<file path="src/rtl/shufflev_pkg.sv">
// Shared constants and types for the shufflev fetch path.
// LFSR polynomial x^8+x^6+x^5+x^4+1 and the response entry bundle.
package shufflev_pkg;

  localparam int LfsrWidth = 8;
  localparam logic [LfsrWidth-1:0] LfsrTaps = 8'hB8;
  localparam logic [LfsrWidth-1:0] LfsrSeedDefault = 8'hA5;

  typedef struct packed {
    logic        valid;
    logic        err;
    logic [31:0] data;
  } resp_entry_t;

endpackage

</file>
<file path="src/rtl/shufflev_lfsr.sv">
// Free-running Fibonacci LFSR, shifts left with feedback into bit 0.
// Shared with the shuffling buffer's random pointer logic.
module shufflev_lfsr
  import shufflev_pkg::*;
#(
  parameter logic [LfsrWidth-1:0] Seed = LfsrSeedDefault
) (
  input  logic                 clk_i,
  input  logic                 rst_ni,
  output logic [LfsrWidth-1:0] lfsr_o
);

  logic [LfsrWidth-1:0] lfsr_q;

  always_ff @(posedge clk_i or negedge rst_ni) begin
    if (!rst_ni) begin
      lfsr_q <= Seed;
    end else begin
      lfsr_q <= {lfsr_q[LfsrWidth-2:0], ^(lfsr_q & LfsrTaps)};
    end
  end

  assign lfsr_o = lfsr_q;

endmodule

</file>
<file path="src/rtl/shufflev_imem_responder.sv">
// Instruction memory responder: grants fetches, reads a synchronous
// memory and returns in-order responses a fixed Latency after grant.
module shufflev_imem_responder
  import shufflev_pkg::*;
#(
  parameter logic [31:0] MemBase        = 32'h0010_0000,
  parameter int unsigned MemSize        = 65536,
  parameter int unsigned Latency        = 1,
  parameter int unsigned MaxOutstanding = 2,
  parameter bit          StallEn        = 1'b0,
  parameter logic [7:0]  LfsrSeed       = LfsrSeedDefault
) (
  input  logic                         clk_i,
  input  logic                         rst_ni,
  input  logic                         instr_req_i,
  output logic                         instr_gnt_o,
  input  logic [31:0]                  instr_addr_i,
  output logic                         instr_rvalid_o,
  output logic [31:0]                  instr_rdata_o,
  output logic                         instr_err_o,
  output logic                         mem_req_o,
  output logic [$clog2(MemSize)-3:0]   mem_addr_o,
  input  logic [31:0]                  mem_rdata_i,
  output logic                         busy_o
);

  localparam int AddrW = $clog2(MemSize) - 2;
  localparam logic [2:0] MaxOut = 3'(MaxOutstanding);

  logic [LfsrWidth-1:0] lfsr;
  logic                 stall;
  logic [31:0]          offset;
  logic                 in_range;
  logic [2:0]           cnt_q;
  logic [2:0]           cnt_eff;
  logic                 s1_vld_q;
  logic                 s1_err_q;
  resp_entry_t          s1;
  resp_entry_t          resp;
  logic                 unused_lfsr;

  shufflev_lfsr #(
    .Seed (LfsrSeed)
  ) u_lfsr (
    .clk_i  (clk_i),
    .rst_ni (rst_ni),
    .lfsr_o (lfsr)
  );

  assign unused_lfsr = ^lfsr[LfsrWidth-1:1];
  assign stall = StallEn & lfsr[0];

  // Offset compare avoids overflow of MemBase+MemSize near the top of space.
  assign offset   = instr_addr_i - MemBase;
  assign in_range = (instr_addr_i >= MemBase) && (offset < MemSize);

  // A response leaving this cycle frees its slot for a same-cycle grant.
  assign cnt_eff     = cnt_q - 3'(instr_rvalid_o);
  assign instr_gnt_o = instr_req_i && (cnt_eff < MaxOut) && !stall;

  assign mem_req_o  = instr_gnt_o && in_range;
  assign mem_addr_o = offset[AddrW+1:2];

  always_ff @(posedge clk_i or negedge rst_ni) begin
    if (!rst_ni) begin
      cnt_q    <= '0;
      s1_vld_q <= 1'b0;
      s1_err_q <= 1'b0;
    end else begin
      cnt_q    <= cnt_eff + 3'(instr_gnt_o);
      s1_vld_q <= instr_gnt_o;
      s1_err_q <= instr_gnt_o && !in_range;
    end
  end

  assign s1 = '{
    valid: s1_vld_q,
    err:   s1_err_q,
    data:  (s1_vld_q && !s1_err_q) ? mem_rdata_i : 32'h0
  };

  if (Latency == 1) begin : g_direct
    assign resp = s1;
  end else begin : g_delay
    logic [Latency-2:0] vld_q;
    logic [Latency-2:0] err_q;
    logic [31:0]        dat_q [Latency-1];

    always_ff @(posedge clk_i or negedge rst_ni) begin
      if (!rst_ni) begin
        vld_q <= '0;
      end else begin
        vld_q[0] <= s1.valid;
        for (int k = 1; k < Latency - 1; k++) begin
          vld_q[k] <= vld_q[k-1];
        end
      end
    end

    always_ff @(posedge clk_i) begin
      err_q[0] <= s1.err;
      dat_q[0] <= s1.data;
      for (int k = 1; k < Latency - 1; k++) begin
        err_q[k] <= err_q[k-1];
        dat_q[k] <= dat_q[k-1];
      end
    end

    assign resp = '{
      valid: vld_q[Latency-2],
      err:   err_q[Latency-2],
      data:  dat_q[Latency-2]
    };
  end

  assign instr_rvalid_o = resp.valid;
  assign instr_err_o    = resp.valid && resp.err;
  assign instr_rdata_o  = resp.valid ? resp.data : 32'h0;
  assign busy_o         = (cnt_q != 3'd0);

endmodule

</file>
<file path="config.mk">
export PLATFORM = sky130hd
export DESIGN_NAME = shufflev_imem_responder
export DESIGN_NICKNAME = d
export VERILOG_FILES = /design/src/rtl/shufflev_pkg.sv /design/src/rtl/shufflev_lfsr.sv /design/src/rtl/shufflev_imem_responder.sv
export SDC_FILE = /design/constraint.sdc
export NUM_CORES = 1
export LEC_CHECK = 0
export ABC_CLOCK_PERIOD_IN_PS = 2200
export CORE_AREA = 2 2 83 45
export CTS_BUF_LIST = sky130_fd_sc_hd__clkbuf_2 sky130_fd_sc_hd__clkbuf_4 sky130_fd_sc_hd__clkbuf_8
export CTS_CLUSTER_SIZE = 28
export DETAILED_ROUTE_END_ITERATION = 8
export DIE_AREA = 0 0 85 47
export HOLD_SLACK_MARGIN = 0.06
export PLACE_DENSITY_LB_ADDON = 0.25
export SYNTH_ARGS = -nofsm -noshare
export SYNTH_HDL_FRONTEND = slang
export SYNTH_SLANG_ARGS = --single-unit
</file>
<file path="constraint.sdc">
create_clock -name clk_i -period 2.2 [get_ports clk_i]
set_input_delay 0.66 -clock clk_i [delete_from_list [all_inputs] [get_ports clk_i]]
set_output_delay 0.66 -clock clk_i [all_outputs]
set_load 0.005 [all_outputs]
</file>
==> flow_summary.rst <==
.. list-table::
   :header-rows: 1

   * - Metric
     - Value
   * - Count of routing violations after the opening detailed-route iteration
     - 3
   * - Worst clock skew
     - approximately 0.0024 ns
   * - Number of warnings printed during yosys synthesis
     - 0
   * - Clock buffer count from CTS
     - 3
   * - Clock tree from TritonCTS
     - done
   * - Peak supply drop
     - 169 uV
   * - Die span in y
     - 47 um
   * - Setup ws final
     - 0.0548 ns
   * - Unrepaired setup endpoints after global routing
     - yes
   * - Cell at the root of the clock tree
     - clkbuf_8
   * - Initial cell density of the core
     - 0.191
   * - Leak pwr
     - 0.845 nW
   * - Total nets after synthesis
     - between 100 and 150
   * - Number of hold violations in the final report
     - 0
   * - First drt pass iteration count
     - 2
   * - Insertion delay to the later sink of the worst-skew pair
     - 0.22 ns
   * - Final standard cell utilization of the core
     - 0.473
   * - Complex-gate fraction of the synthesized area
     - 0
   * - Post-synth top cells
     - and2_1, buf_4, dfrtp_1
   * - Ys flop type
     - dfrtp_1
   * - Vias
     - 792
   * - Total overflow reported by the global router
     - 0
   * - Drt drc
     - 0
   * - Async set or reset register ratio after synthesis
     - 1.00
   * - Count of fill cells added during filler insertion
     - 320
   * - Yosys cell types
     - 15
   * - EDFF count, synth
     - 0
   * - Period utilisation layout
     - 0.975
   * - Cell occurring most often along the worst timing path
     - buf_4
   * - Post-synthesis average cell area
     - 8.25 sq um
   * - Remaining max-slew budget at the tightest pin
     - 0.847
   * - Maximum clock path buffer count
     - 2
   * - Routed length per instance
     - around 12 um
   * - # rows
     - 15
   * - Sequence of cells on the critical path
     - buf_6, nor4b_4, nand4_1, buf_4, buf_6, buf_4, buf_4, buf_4, buf_4, buf_4, buf_4, and2_4
   * - Yosys top cell by area
     - and2_1
   * - Crit path arrival time
     - 2.25 ns
   * - Sum of negative setup slack
     - 0 ns
   * - Final count of pins violating max slew
     - 0
   * - Data required time of the worst path
     - ~2.3 ns
   * - R2R setup slack
     - 0.29 ns
   * - Post-synthesis instance area
     - 627 sq um
   * - Maximum number of pins on one net before global-route repair
     - 33
   * - Max H-tree Level
     - 1
   * - Wire length of the first global-routing pass
     - 3640 um
   * - Post-Route WL
     - ~2500 um
   * - Top-area cell type share of the netlist area
     - 0.339
   * - Setup violators final
     - 0
   * - Share of synthesized cell area in full adder, half adder and majority cells
     - 0.0798
   * - Worst path max stage delay
     - 0.27 ns
   * - Number of antenna violations at the first check in global routing
     - 0
   * - Antenna Violating Nets Remaining
     - 0
   * - CP max FO
     - 2
   * - Ant diodes
     - 0
   * - Number of nets at the end of the flow
     - 235
   * - Total Power
     - 0.000362 W
   * - Cell with the largest stage delay on the worst path
     - nor4b_4
   * - Simple-gate share of the synthesized area
     - 0.471
   * - Total Die Area
     - between 0.003 and 0.004 sq mm
   * - Startpoint type of the worst setup path
     - input pin
   * - Xor and xnor area share after synthesis
     - 0.0279
   * - Share of synthesized area occupied by flip-flops and latches
     - 0.200
   * - Number of I/O port buffers
     - 87
   * - Worst-margin pin slew
     - 0.229 ns
   * - Combinational family with the most area after synthesis
     - simple AND/OR/NAND/NOR gates
   * - Critical path endpoint category
     - flop
   * - Mapped Cells
     - 76
   * - Area grow syn2layout
     - 148%
   * - Most frequent cell after synthesis
     - and2_1
   * - Setup slack after placement
     - -0.650 ns
   * - Start-to-end type of the worst setup path
     - input pin to flop
   * - Area of the core
     - roughly 0.0033 sq mm
   * - Kind of cell with the highest combined delay on the critical path
     - buffers and inverters
   * - Clock transition at path regs
     - around 0.040 ns
   * - Buffers and inverters on the worst path
     - 9
   * - Final HPWL DP
     - ~2000 um
   * - Vias in the first global route
     - 801
   * - Top cells by area in the synthesized netlist
     - and2_1, dfrtp_1, buf_4
   * - Worst hold path class
     - input pin to async pin
   * - DIE WIDTH
     - 85 um
   * - Multiplexer fraction of the synthesized cell area
     - 0
   * - Power per cell area
     - 233 mW/mm^2
   * - Fraction of layout cells with a size suffix above 1
     - 0.258
   * - Time the final worst path needs with I/O delays and setup
     - 2.15 ns
   * - Global router's overall resource usage
     - 0.121
   * - Clock Sinks
     - 5
   * - Weighted congestion reported at the end of routability-driven placement
     - about 0.82
   * - Maxcap violations
     - 0
   * - # IOs
     - 118
   * - Outcome
     - finished, final reports clean
   * - Detailed-route vias per instance
     - approximately 3.9
   * - Timing-limited maximum frequency
     - 466 MHz
   * - Synthesis-stage register bit count
     - 5
-- cells in the final DEF, fill, tap and decap left out --
cell	synthesis	layout
and2_1	34	33
and2_4	0	1
buf_12	0	1
buf_2	0	8
buf_4	14	11
buf_6	0	5
clkbuf_2	3	2
clkbuf_4	0	1
clkbuf_8	0	3
clkdlybuf4s15_1	0	4
clkdlybuf4s50_1	0	37
dfrtp_1	5	5
dlygate4sd2_1	0	32
ha_1	4	2
ha_2	0	2
inv_1	4	4
inv_2	0	1
nand3_2	0	1
nand4_1	1	1
nor2_1	1	1
nor2b_2	1	1
nor4_2	3	1
nor4_4	0	2
nor4b_4	0	1
or3_1	1	1
xnor2_1	2	1
xnor2_2	0	1
-- cell type report --
cell class / count / area, sq um / area share
clock buffers: 4 / 48.8 / 0.0314
inverters: 5 / 18.8 / 0.0121
multi-input cells: 49 / 409 / 0.263
flip-flops and latches: 5 / 125 / 0.0805
well taps: 42 / 52.6 / 0.0338
repair buffers: 100 / 900 / 0.579
-- worst paths after layout --
path                                  start              to  cells after the start
hold reg to reg                    cnt_q[2]        cnt_q[2]                      3
min in group clk_i                 cnt_q[2]        cnt_q[2]                      3
setup reg to reg             instr_rvalid_o        cnt_q[2]                     10
setup / recovery           instr_addr_i[18]        s1_err_q                     12
hold / removal                       rst_ni        cnt_q[0]                      1
max in group asynchronous            rst_ni  instr_rvalid_o                      1
-- worst reg2reg max path, cell delays in order (launching register included) --
cell and delay [ns]:
dfrtp_1 0.38, ha_2 0.19, ha_2 0.18, xnor2_2 0.14
nand3_2 0.09, inv_2 0.04, buf_4 0.12, buf_4 0.13
ha_1 0.19, ha_1 0.19, xnor2_1 0.17
-- metrics by stage --
stage	area [sq um]	hold WS [ns]	std cells
after floorplan	627	0.364	76
after global placement	1470	0.601	191
after detailed placement	1470	0.654	191
after CTS	1530	0.669	206
after global routing	1550	0.683	205
final	1550	0.665	205
-- layer usage --
metal,global-route usage,wire (um),part of all wire,up-vias
li1,-,-,-,396
met1,0.138,1010,0.40,341
met2,0.206,1200,0.48,53
met3,0.0545,259,0.10,2
met4,0.0508,27,0.011,0
met5,0,0,0,-
-- flip-flops by register name, summed over array words and instances (netlist names) --
| name | count |
|---|---|
| instr_rvalid_o | 1 |
| s1_err_q | 1 |
| cnt_q | 3 |
-- cells by family after synthesis --
logic type	Yosys count
AND/OR/NAND/NOR	43
buffers and inverters	22
flip-flops	5
adder cells (fa/ha/maj)	4
XOR/XNOR	2
-- report_power, final --
part / internal (W) / switching [W] / total (W)
Clock: 0.000136 / 0.0000423 / 0.000179
Combinational: 0.0000720 / 0.0000190 / 0.0000911
Sequential: 0.0000925 / 0 / 0.0000925
-- what timing repair did --
| action | in CTS | in global routing |
|---|---|---|
| setup endpoints to repair | 34 | 3 |
| pin swaps | 9 | 5 |
| gates resized for setup | 88 | 17 |
| hold endpoints to repair | 0 | 0 |
| setup buffers | 11 | 1 |
| hold buffers | 0 | 0 |
No activity file was read; power rests on OpenSTA's default activity.
